`src/rtl/logic_unit_scheduler.sv`:
```
// Round-robin scheduler sharing one registered bitwise logic unit among NUM_REQ
// requesters; each result is returned over valid/ready tagged with its owner.
module logic_unit_scheduler #(
   parameter int NUM_REQ = 4,
   parameter int WIDTH   = 8,
   parameter int ID_W    = $clog2(NUM_REQ)
) (
   input  logic                     clk,
   input  logic                     rst,
   input  logic [NUM_REQ-1:0]       req,
   input  logic [3*NUM_REQ-1:0]     op,
   input  logic [WIDTH*NUM_REQ-1:0] a_in,
   input  logic [WIDTH*NUM_REQ-1:0] b_in,
   output logic [NUM_REQ-1:0]       gnt,
   output logic                     busy,
   output logic                     res_valid,
   input  logic                     res_ready,
   output logic [WIDTH-1:0]         res_data,
   output logic [ID_W-1:0]          res_id,
   output logic                     res_err
);

   typedef enum logic [1:0] {IDLE, EXEC, RESULT} state_t;

   state_t               state_q, state_d;
   logic [ID_W-1:0]      ptr_q, ptr_d;
   logic [NUM_REQ-1:0]   gnt_q, gnt_d;
   logic                 res_valid_q, res_valid_d;
   logic [WIDTH-1:0]     res_data_q, res_data_d;
   logic [ID_W-1:0]      res_id_q, res_id_d;
   logic                 res_err_q, res_err_d;

   logic [ID_W-1:0]      win_id, idx;
   logic [2:0]           sel_op;
   logic [WIDTH-1:0]     sel_a, sel_b;

   logic [2:0]           op_q;
   logic [WIDTH-1:0]     a_q, b_q;
   logic [ID_W-1:0]      id_q;

   // Returns {err, data}; opcode 7 is illegal and yields zero data.
   function automatic logic [WIDTH:0] exec_op(input logic [2:0] o,
                                              input logic [WIDTH-1:0] a,
                                              input logic [WIDTH-1:0] b);
      case (o)
         3'd0:    return {1'b0, a & b};
         3'd1:    return {1'b0, a | b};
         3'd2:    return {1'b0, ~a};
         3'd3:    return {1'b0, ~(a & b)};
         3'd4:    return {1'b0, ~(a | b)};
         3'd5:    return {1'b0, a ^ b};
         3'd6:    return {1'b0, ~(a ^ b)};
         default: return {1'b1, {WIDTH{1'b0}}};
      endcase
   endfunction

   // Scan downward so the candidate closest to ptr (k = 0) is written last and wins.
   always_comb begin
      win_id = '0;
      idx    = '0;
      for (int k = NUM_REQ - 1; k >= 0; k--) begin
         idx = ID_W'((int'(ptr_q) + k) % NUM_REQ);
         if (req[idx]) win_id = idx;
      end
   end

   always_comb begin
      sel_op = '0;
      sel_a  = '0;
      sel_b  = '0;
      for (int i = 0; i < NUM_REQ; i++) begin
         if (ID_W'(i) == win_id) begin
            sel_op = op[3*i +: 3];
            sel_a  = a_in[WIDTH*i +: WIDTH];
            sel_b  = b_in[WIDTH*i +: WIDTH];
         end
      end
   end

   always_comb begin
      state_d     = state_q;
      ptr_d       = ptr_q;
      gnt_d       = '0;
      res_valid_d = res_valid_q;
      res_data_d  = res_data_q;
      res_id_d    = res_id_q;
      res_err_d   = res_err_q;
      case (state_q)
         IDLE: begin
            if (|req) begin
               state_d = EXEC;
               gnt_d   = NUM_REQ'(1) << win_id;
               ptr_d   = (int'(win_id) == NUM_REQ - 1) ? '0 : win_id + 1'b1;
            end
         end
         EXEC: begin
            {res_err_d, res_data_d} = exec_op(op_q, a_q, b_q);
            res_id_d    = id_q;
            res_valid_d = 1'b1;
            state_d     = RESULT;
         end
         RESULT: begin
            if (res_ready) begin
               res_valid_d = 1'b0;
               state_d     = IDLE;
            end
         end
         default: state_d = IDLE;
      endcase
   end

   always_ff @(posedge clk) begin
      if (rst) begin
         state_q     <= IDLE;
         ptr_q       <= '0;
         gnt_q       <= '0;
         res_valid_q <= 1'b0;
         res_data_q  <= '0;
         res_id_q    <= '0;
         res_err_q   <= 1'b0;
      end else begin
         state_q     <= state_d;
         ptr_q       <= ptr_d;
         gnt_q       <= gnt_d;
         res_valid_q <= res_valid_d;
         res_data_q  <= res_data_d;
         res_id_q    <= res_id_d;
         res_err_q   <= res_err_d;
      end
   end

   // Winner's operands are captured once at the arbitration edge and never re-sampled.
   always_ff @(posedge clk) begin
      if (state_q == IDLE && (|req)) begin
         op_q <= sel_op;
         a_q  <= sel_a;
         b_q  <= sel_b;
         id_q <= win_id;
      end
   end

   assign gnt       = gnt_q;
   assign busy      = (state_q != IDLE);
   assign res_valid = res_valid_q;
   assign res_data  = res_data_q;
   assign res_id    = res_id_q;
   assign res_err   = res_err_q;

endmodule

```
`config.mk`:
```
export PLATFORM = sky130hd
export DESIGN_NAME = logic_unit_scheduler
export DESIGN_NICKNAME = d
export VERILOG_FILES = /design/src/rtl/logic_unit_scheduler.sv
export SDC_FILE = /design/constraint.sdc
export NUM_CORES = 1
export LEC_CHECK = 0
export BUFFER_PORTS_ARGS = -buffer_cell sky130_fd_sc_hd__buf_4
export CORE_AREA = 2 2 87 89
export CTS_BUF_LIST = sky130_fd_sc_hd__clkbuf_8 sky130_fd_sc_hd__clkbuf_16
export DETAILED_ROUTE_END_ITERATION = 10
export DIE_AREA = 0 0 89 91
export PLACE_DENSITY = 0.68
export SKIP_LAST_GASP = 1
export SLEW_MARGIN = 20
export SYNTH_ARGS = -nofsm -noshare
export SYNTH_HDL_FRONTEND = slang
export SYNTH_SLANG_ARGS = --single-unit
```
`constraint.sdc`:
```
create_clock -name clk -period 3.8 [get_ports clk]
set_input_delay 0.95 -clock clk [delete_from_list [all_inputs] [get_ports clk]]
set_output_delay 0.95 -clock clk [all_outputs]
set_load 0.05 [all_outputs]
```
==> impl_metrics.yaml, run 1 <==
run_status:
  outcome: "completed"
grt:
  via_count_of_the_first_global_routing_pass: 2293
  global_route_total_overflow: 0
  antenna_found_initial: 0
  grt_pass1_wl_um: 10200
  grt_util_all_layers: 0.157
  grt_max_degree: 40
place:
  post-place-ws_ns: 0.298
  postPlaceCellArea_mm2: 0.00356
  number_of_i_o_port_buffers: 99
  routability_congestion: 0.744
  detailed_placement_wirelength_estimate_um: 4940
critical_path:
  timing.critical_path.required_ns: 3.86
  crit_path_max_fanout: 21
  worstReg2RegStart: "ptr_q[0]"
  critical_path_class: "primary input to flip-flop"
  critical_path.startpoint_type: "primary input"
  end_kind: "flip-flop"
  reg2regPathDepth: 9
  r2r_setup_slack_ns: 0.92
  r2r-end: "b_q[3]"
  cp.arrival_ns: 3.32
detailed_routing:
  initialDrtViolationCount: 61
  drt_pre_antenna_iters: 4
  antenna_violating_nets_left: 0
  routed_wire_length_per_instance_um: 13.0
  drt_wl_total_um: 6320
  total_number_of_vias: 2462
  avgViaCountPerCell: 5.07
  route.detailed.drc: 0
clock_tree:
  clkSinkCount: 41
  root_buffer: "clkbuf_8"
  worst_skew_pair.late_latency_ns: 0.29
  clk_transition_reported_paths_ns: 0.08
  cts_setup_buffers: 0
  cts.repair.resized: 0
  cts_tree: "built"
  h-tree-depth: 2
  cts_hold_repair.buffers: 0
  cts-root-to-sink-buffers: 2
  cts_made_buffers: 5
synthesis:
  syn_area_mm2: 0.00278
  yosys.area_share.xor_xnor: 0
  syn_area_per_cell_um2: 9.31
  compound_gate_portion_of_the_synthesized_area: 0.239
  yosysWarnings: 0
  yosysUniqueCellTypes: 42
  combinational_family_with_the_most_area_after_synthesis: "compound AO/OA/AOI/OAI gates"
  synth_nets: 401
  syn-instance-count: 298
  number_of_register_bits_inferred_by_synthesis: 41
  synth_adder_area_share: 0.0902
  post_synth_mux_area_share: 0.0807
  synth_edf_count: 21
  yosys_most_used_dff: "edfxtp_1"
  synth.yosys.seq_area_share: 0.372
  async_flop_share: 0
  post_synth_and_or_nand_nor_area_fraction: 0.142
power:
  power_density_mw_per_mm2: 544
  leakagePower_nw: 1.64
  design_power_total_mw: 2.01
  irDropWorstVdd_mv: 0.194
timing:
  finalSetupViolCount: 0
  totalNegativeSetupSlack_ns: 0
  max-slew-margin-rel: 0.470
  timing.final.crit_period_ns: 3.26
  timing_max_transition_violations_final: 0
  final.setup_skew_ns: 0.00533
  clock.fmax_ghz: 0.307
  timing_worst_slew_pin_value_ns: 0.794
  timing_hold_violations_final: 0
  grt_setup_unrepaired: "false"
  postLayoutSetupSlackWorst_ns: 0.540
  timing.final.crit_share: 0.858
die:
  die-width_um: 89
  row_count: 31
  start_util: 0.389
  io_pins: 100
  die_span_in_y_um: 91
  placeableCoreArea_mm2: 0.00714
  die_area_mm2: 0.00810
layout:
  finish.instance_area_mm2: 0.00369
  layout_common_cells: "buf_4 (102), nand2_1 (32), inv_1 (30)"
  drive_gt1_frac: 0.310
  seq_area_mm2: 0.00103
  num-nets-final: 489
  area_growth_synth_to_finish_pct: 33.1
  area_used_by_multi_input_combinational_logic_mm2: 0.00153
  layout_commonest_cell: "buf_4"
  final.fill_count: 696
  antennaDiodeCount: 0
hold_path:
  hold_class: "flip-flop to flip-flop"
  hold_start: "res_id[0]"
  hold_path_depth: 2
  worstHoldEndpoint: "res_id[0]"
job:
  max-cap-violations: 0
worst max-delay path, cell delays in order:
cell      delay (ns)
buf_4           0.12
inv_1           0.05
a221oi_1        0.07
o21ai_0         0.46
inv_1           0.22
ha_1            0.51
nor2b_1         0.20
buf_4           0.24
a221oi_1        0.11
o31ai_1         0.38
sequential cells by signal, indices dropped and copies added, names as in the netlist:
name / count
a_q: 8
b_q: 8
res_data: 8
gnt: 4
op_q: 3
id_q: 2
ptr_q: 2
res_id: 2
state_q: 2
res_err: 1
res_valid: 1
kinds of logic (layout without fill, tap and decap cells):
kind of cell    after synthesis  count (layout)
compound gates               87              87
buf+inv                      51             140
fa+ha+maj                    20              20
mux                          20              20
flops                        41              41
simple gates                 79              79
cells in the mapped netlist, drive strengths merged, types with 6 or more instances:
cell type / count / share of area
o31ai: 20 / 0.059
clkbuf: 14 / 0.019
nand2: 32 / 0.043
mux2i: 13 / 0.047
buf: 8 / 0.019
dfxtp: 20 / 0.14
o21ai: 14 / 0.025
edfxtp: 21 / 0.23
inv: 29 / 0.039
a21oi: 9 / 0.016
nor2b: 23 / 0.052
ha: 20 / 0.090
a221oi: 20 / 0.063
mux2: 6 / 0.026
nor2: 10 / 0.014
per-stage QoR:
| step | std cells | hold WS (ns) | utilization |
|---|---|---|---|
| after global placement | 477 | 0.450 | 0.499 |
| after CTS | 485 | 0.465 | 0.513 |
| after detailed placement | 477 | 0.452 | 0.499 |
| final | 486 | 0.459 | 0.518 |
| after floorplan | 298 | 0.471 | - |
| after global routing | 486 | 0.480 | 0.518 |
layout make-up:
class / instances / area share
Timing Repair Buffer: 103 / 0.215
Multi-Input combinational cell: 206 / 0.414
Inverter: 29 / 0.0295
Tap cell: 99 / 0.0335
Clock buffer: 5 / 0.0186
Clock inverter: 3 / 0.0102
Sequential cell: 41 / 0.279
report_power, final:
group	leakage, nW	switching [mW]	internal (mW)
Combinational	1.21	0.519	0.451
Sequential	0.378	0.0966	0.609
Clock	0.0570	0.145	0.191
how the worst max path moves through the flow:
stage,start,to,slack [ns],cells past startpoint
after floorplan,req[3],a_q[0],1.08,9
after global placement,req[2],b_q[6],0.38,9
after detailed placement,req[3],b_q[3],0.30,10
after CTS,req[3],b_q[3],0.59,10
after global routing,req[2],a_q[6],0.32,9
final,req[3],b_q[3],0.54,10
layer usage:
layer  global-route usage  part of all wire  up-vias  wire length, µm
li1                     -                 -     1269                -
met1                0.215              0.45     1105             2850
met2                0.247              0.47       84             2960
met3               0.0355             0.070        4              444
met4               0.0448            0.0097        0               61
met5                    0                 0        -                0
Note: power is estimated with default switching activity, not from simulation.
==> run 2, diff against run 1 <==
- CORE_AREA: 2 2 87 89 -> 2 2 83 93
- DIE_AREA: 0 0 89 91 -> 0 0 85 95
==> impl_metrics.yaml, run 2 (synthesis gave the netlist of run 1 again) <==
timing:
  max-slew-margin-rel: 0.298
  timing.final.crit_period_ns: 3.00
  timing_max_transition_violations_final: 0
  final.setup_skew_ns: 0.00536
  clock.fmax_ghz: 0.333
  grt_setup_unrepaired: "false"
  timing.final.crit_share: 0.790
  finalSetupViolCount: 0
  timing_worst_slew_pin_value_ns: 1.05
  totalNegativeSetupSlack_ns: 0
  timing_hold_violations_final: 0
hold_path:
  hold_path_depth: 2
  hold_class: "flip-flop to flip-flop"
place:
  routability_congestion: 0.833
  detailed_placement_wirelength_estimate_um: 4790
  dpl.cell_count: 465
  number_of_i_o_port_buffers: 99
die:
  die-width_um: 85
  die_span_in_y_um: 95
  row_count: 33
  start_util: 0.384
  placeableCoreArea_mm2: 0.00723
  io_pins: 100
  die_area_mm2: 0.00808
grt:
  global_route_total_overflow: 0
  via_count_of_the_first_global_routing_pass: 2248
  grt_util_all_layers: 0.159
  grt_max_degree: 40
  grt_pass1_wl_um: 10400
  antenna_found_initial: 0
clock_tree:
  worst_skew_pair.late_latency_ns: 0.30
  clkSinkCount: 41
  cts_hold_repair.buffers: 0
  h-tree-depth: 2
  cts_tree: "built"
  cts-root-to-sink-buffers: 2
  cts.repair.resized: 0
  cts_setup_buffers: 0
  cts_made_buffers: 5
  clk_transition_reported_paths_ns: 0.08
  root_buffer: "clkbuf_8"
detailed_routing:
  drt_pre_antenna_iters: 5
  total_number_of_vias: 2445
  initialDrtViolationCount: 79
  routed_wire_length_per_instance_um: 13.1
  avgViaCountPerCell: 5.16
  drt_wl_total_um: 6190
  antenna_violating_nets_left: 0
  route.detailed.drc: 0
layout:
  num-nets-final: 489
  antennaDiodeCount: 0
  layout_commonest_cell: "buf_4"
  drive_gt1_frac: 0.313
  layout_cells_excl_fill: 474
  layout_common_cells: "buf_4 (102), nand2_1 (32), inv_1 (29)"
  area_growth_synth_to_finish_pct: 32.2
  finalCoreUtilization: 0.508
  final.fill_count: 660
critical_path:
  crit_path_max_fanout: 21
  cp.arrival_ns: 3.10
  max_stage_delay_ns: 0.45
  critical_path_class: "primary input to flip-flop"
  critical_path.cell_chain: "buf_4 > inv_1 > a221oi_1 > o21ai_0 > inv_1 > ha_1 > buf_4 > nor2b_1 > buf_4 > a221oi_1 > o31ai_1"
  critical_path.startpoint_type: "primary input"
  cpMostUsedCell: "buf_4"
  end_kind: "flip-flop"
  timing.critical_path.required_ns: 3.89
  cpMaxStageDelayCell: "o21ai_0"
  reg2regPathDepth: 10
power:
  power_density_mw_per_mm2: 544
  design_power_total_mw: 1.99
  irDropWorstVdd_mv: 0.222
  leakagePower_nw: 1.64
run_status:
  outcome: "completed"
job:
  max-cap-violations: 0
[run 2: worst max-delay path, delay by kind of cell]
family / cells / cell delay, ns
AOI/OAI and AO/OA: 4 / 0.97
buffers and inverters: 5 / 0.80
adders and majority gates: 1 / 0.24
and+or+nand+nor: 1 / 0.12
[run 2: cell type report]
| cell class | instances | area [µm²] | share of cell area |
|---|---|---|---|
| clock inverter | 2 | 16.3 | 0.00443 |
| inverter | 29 | 109 | 0.0297 |
| clock buffer | 6 | 93.8 | 0.0256 |
| timing repair buffer | 103 | 781 | 0.213 |
| tap | 87 | 109 | 0.0297 |
| sequential | 41 | 1030 | 0.281 |
| multi-input combinational | 206 | 1530 | 0.417 |
[run 2: metrics by stage]
stage | area, µm² | hold WS [ns] | setup WS (ns)
final | 3670 | 0.463 | 0.798
after global placement | 3540 | 0.442 | 0.618
after floorplan | 2780 | 0.471 | 1.08
after global routing | 3670 | 0.492 | 0.621
after detailed placement | 3540 | 0.451 | 0.546
after CTS | 3650 | 0.468 | 0.868
[run 2: worst paths after layout]
check              startpoint          end  slack (ns)
setup / recovery       req[3]       b_q[2]        0.80
hold / removal    res_data[2]  res_data[2]        0.46
setup reg to reg     ptr_q[0]       b_q[2]        1.14
hold reg to reg   res_data[2]  res_data[2]        0.46
[run 2: power breakdown]
group / switching, mW / internal, mW / total [mW]
Combinational: 0.486 / 0.440 / 0.926
Clock: 0.164 / 0.170 / 0.334
Sequential: 0.126 / 0.609 / 0.734
[run 2: routing by layer]
metal | global-route usage | share of wire | up-vias
met5 | 0 | 0 | -
met4 | 0.0608 | 0.018 | 0
met3 | 0.0350 | 0.062 | 9
met2 | 0.253 | 0.46 | 85
met1 | 0.209 | 0.46 | 1090
li1 | - | - | 1261
==> run 3, diff against run 2 <==
- ABC_AREA: not set -> 1
- PLACE_DENSITY: 0.68 -> 0.69
- clock period: 3.8 -> 3 ns (I/O delays scaled with it)
==> impl_metrics.yaml, run 3 <==
critical_path:
  reg2regPathDepth: 13
  cp.arrival_ns: 2.59
  r2r_setup_slack_ns: 0.46
  r2r-end: "op_q[1]"
  critical_path.startpoint_type: "flip-flop"
  crit_path_max_fanout: 19
  setup.worst_path.end: "op_q[1]"
  worstReg2RegStart: "ptr_q[0]"
  critical_path_class: "flip-flop to flip-flop"
  critical_path.top_delay_family: "simple AND/OR/NAND/NOR gates"
  cpMostUsedCell: "nand2_1"
  max_stage_delay_ns: 0.51
  critical_path_depth: 13
  end_kind: "flip-flop"
  cpMaxStageDelayCell: "dfxtp_1"
  launch_point_of_the_critical_path: "ptr_q[0]"
  critical_path.cell_chain: "inv_1 > nand2_1 > nand3_1 > nand2_1 > nand3_1 > nand2_1 > nand2_1 > nand2_2 > inv_1 > ha_1 > buf_4 > a221oi_1 > o31ai_1"
  cp.buffers_inverters: 3
  timing.critical_path.required_ns: 3.04
synthesis:
  yosysTopAreaCellShare: 0.224
  yosysUniqueCellTypes: 32
  synth_nets: 512
  yosysWarnings: 0
  ys_top_cells_by_area: "edfxtp_1 (22%), nand2_1 (19%), dfxtp_1 (14%), a21oi_1 (9.1%), ha_1 (8.9%)"
  yosys_most_used_dff: "edfxtp_1"
  synth_edf_count: 21
  yosysMostFrequentCell: "nand2_1"
  syn_area_mm2: 0.00281
  number_of_register_bits_inferred_by_synthesis: 41
  area_leader_netlist: "edfxtp_1"
  synth.yosys.seq_area_share: 0.367
  syn-instance-count: 409
  post_synth_most_frequent_cells: "nand2_1 (141), a21oi_1 (51), inv_1 (48)"
  async_flop_share: 0
  syn_area_per_cell_um2: 6.88
grt:
  groute.layer.met2.usage: 0.327
  grt_busiest_layer: "met2"
  use_met1: 0.223
  antenna_found_initial: 0
  via_count_of_the_first_global_routing_pass: 2799
  global_route_total_overflow: 0
  grt_util_all_layers: 0.185
  grt_pass1_wl_um: 12100
  grt.met3_usage: 0.0271
  grt_max_degree: 25
place:
  postPlaceCellArea_mm2: 0.00365
  number_of_i_o_port_buffers: 99
  routability_congestion: 0.861
  dpl.cell_count: 588
  detailed_placement_wirelength_estimate_um: 5790
timing:
  finalSetupViolCount: 0
  clock.fmax_ghz: 0.393
  timing.final.crit_period_ns: 2.54
  max-slew-margin-rel: 0.575
  timing_worst_slew_pin_value_ns: 0.636
  grt_setup_unrepaired: "false"
  timing_hold_violations_final: 0
  final.setup_skew_ns: 0.00721
  totalNegativeSetupSlack_ns: 0
  timing.final.crit_share: 0.848
  timing_max_transition_violations_final: 0
clock_tree:
  cts_made_buffers: 5
  cts.repair.resized: 0
  worst_skew_pair.late_latency_ns: 0.30
  h-tree-depth: 2
  cts_tree: "built"
  clk_transition_reported_paths_ns: 0.08
  clkSinkCount: 41
  cts-root-to-sink-buffers: 2
  root_buffer: "clkbuf_8"
  cts_setup_buffers: 0
  cts_hold_repair.buffers: 0
detailed_routing:
  initialDrtViolationCount: 175
  antenna_violating_nets_left: 0
  total_number_of_vias: 2913
  drt_wl_total_um: 7270
  avgViaCountPerCell: 4.89
  drt_pre_antenna_iters: 4
  route.detailed.drc: 0
  routed_wire_length_per_instance_um: 12.2
layout:
  drive_gt1_frac: 0.236
  layout_cells_excl_fill: 596
  finish.instance_area_mm2: 0.00374
  area_used_by_multi_input_combinational_logic_mm2: 0.00154
  seq_area_mm2: 0.00103
  area_growth_synth_to_finish_pct: 32.9
  layout_commonest_cell: "nand2_1"
  antennaDiodeCount: 0
  final.fill_count: 709
  num-nets-final: 611
  layout_common_cells: "nand2_1 (141), buf_4 (105), a21oi_1 (51)"
die:
  placeableCoreArea_mm2: 0.00723
  die-width_um: 85
  die_area_mm2: 0.00808
  die_span_in_y_um: 95
  io_pins: 100
  start_util: 0.389
  row_count: 33
power:
  power_density_mw_per_mm2: 1170
  leakagePower_nw: 1.88
  irDropWorstVdd_mv: 0.654
hold_path:
  hold_class: "flip-flop to flip-flop"
run_status:
  outcome: "completed"
job:
  max-cap-violations: 0
[run 3: logic make-up (layout without fill, tap and decap cells)]
| group | after synthesis | after routing | synth area share |
|---|---|---|---|
| AOI/OAI and AO/OA | 87 | 87 | 0.169 |
| adders and majority gates | 20 | 20 | 0.0890 |
| DFF | 41 | 41 | 0.367 |
| and+or+nand+nor | 197 | 197 | 0.282 |
| xor gates and xnor gates | 1 | 1 | 0.00311 |
| buffers and inverters | 63 | 163 | 0.0903 |
[run 3: power breakdown]
group / switching, mW / total [mW] / internal (mW)
clock network: 0.205 / 0.365 / 0.161
logic: 1.81 / 2.85 / 1.03
registers: 0.177 / 1.15 / 0.974
total: 2.20 / 4.36 / 2.17
[run 3: worst min-delay path: stages (launching register included)]
cell and delay, ns:
dfxtp_1 0.32, nand2_1 0.06, a21oi_1 0.05
[run 3: how the worst min path moves through the flow]
stage / from / to / cells past startpoint
after floorplan: state_q[1] / res_valid / 1
after global placement: res_id[0] / res_id[0] / 2
final: res_data[3] / res_data[3] / 2
after global routing: res_data[2] / res_data[2] / 2
after detailed placement: res_id[0] / res_id[0] / 2
after CTS: res_id[0] / res_id[0] / 2
[run 3: per-stage QoR]
step                      setup slack (ns)  total power [mW]   util  hold slack [ns]
after floorplan                      0.481              3.26      -            0.468
after global placement               0.236              3.93  0.505            0.452
after detailed placement             0.201              4.00  0.505            0.459
after CTS                            0.471              4.37  0.517            0.472
after global routing                 0.218              4.82  0.517            0.486
final                                0.455              4.36  0.517            0.470
[run 3: per-layer routing]
layer	part of all wire	vias to the layer above	wire (µm)
li1	-	1521	-
met1	0.44	1288	3190
met2	0.49	94	3550
met3	0.053	10	382
met4	0.021	0	156
met5	0	-	0
[run 3: layout make-up]
class                   instances  share of cell area
repair buffers                105               0.211
clock inverters                 3             0.00469
flip-flops and latches         41               0.276
clock buffers                   5              0.0184
inverters                      50              0.0502
multi-input cells             305               0.411
well taps                      87              0.0291
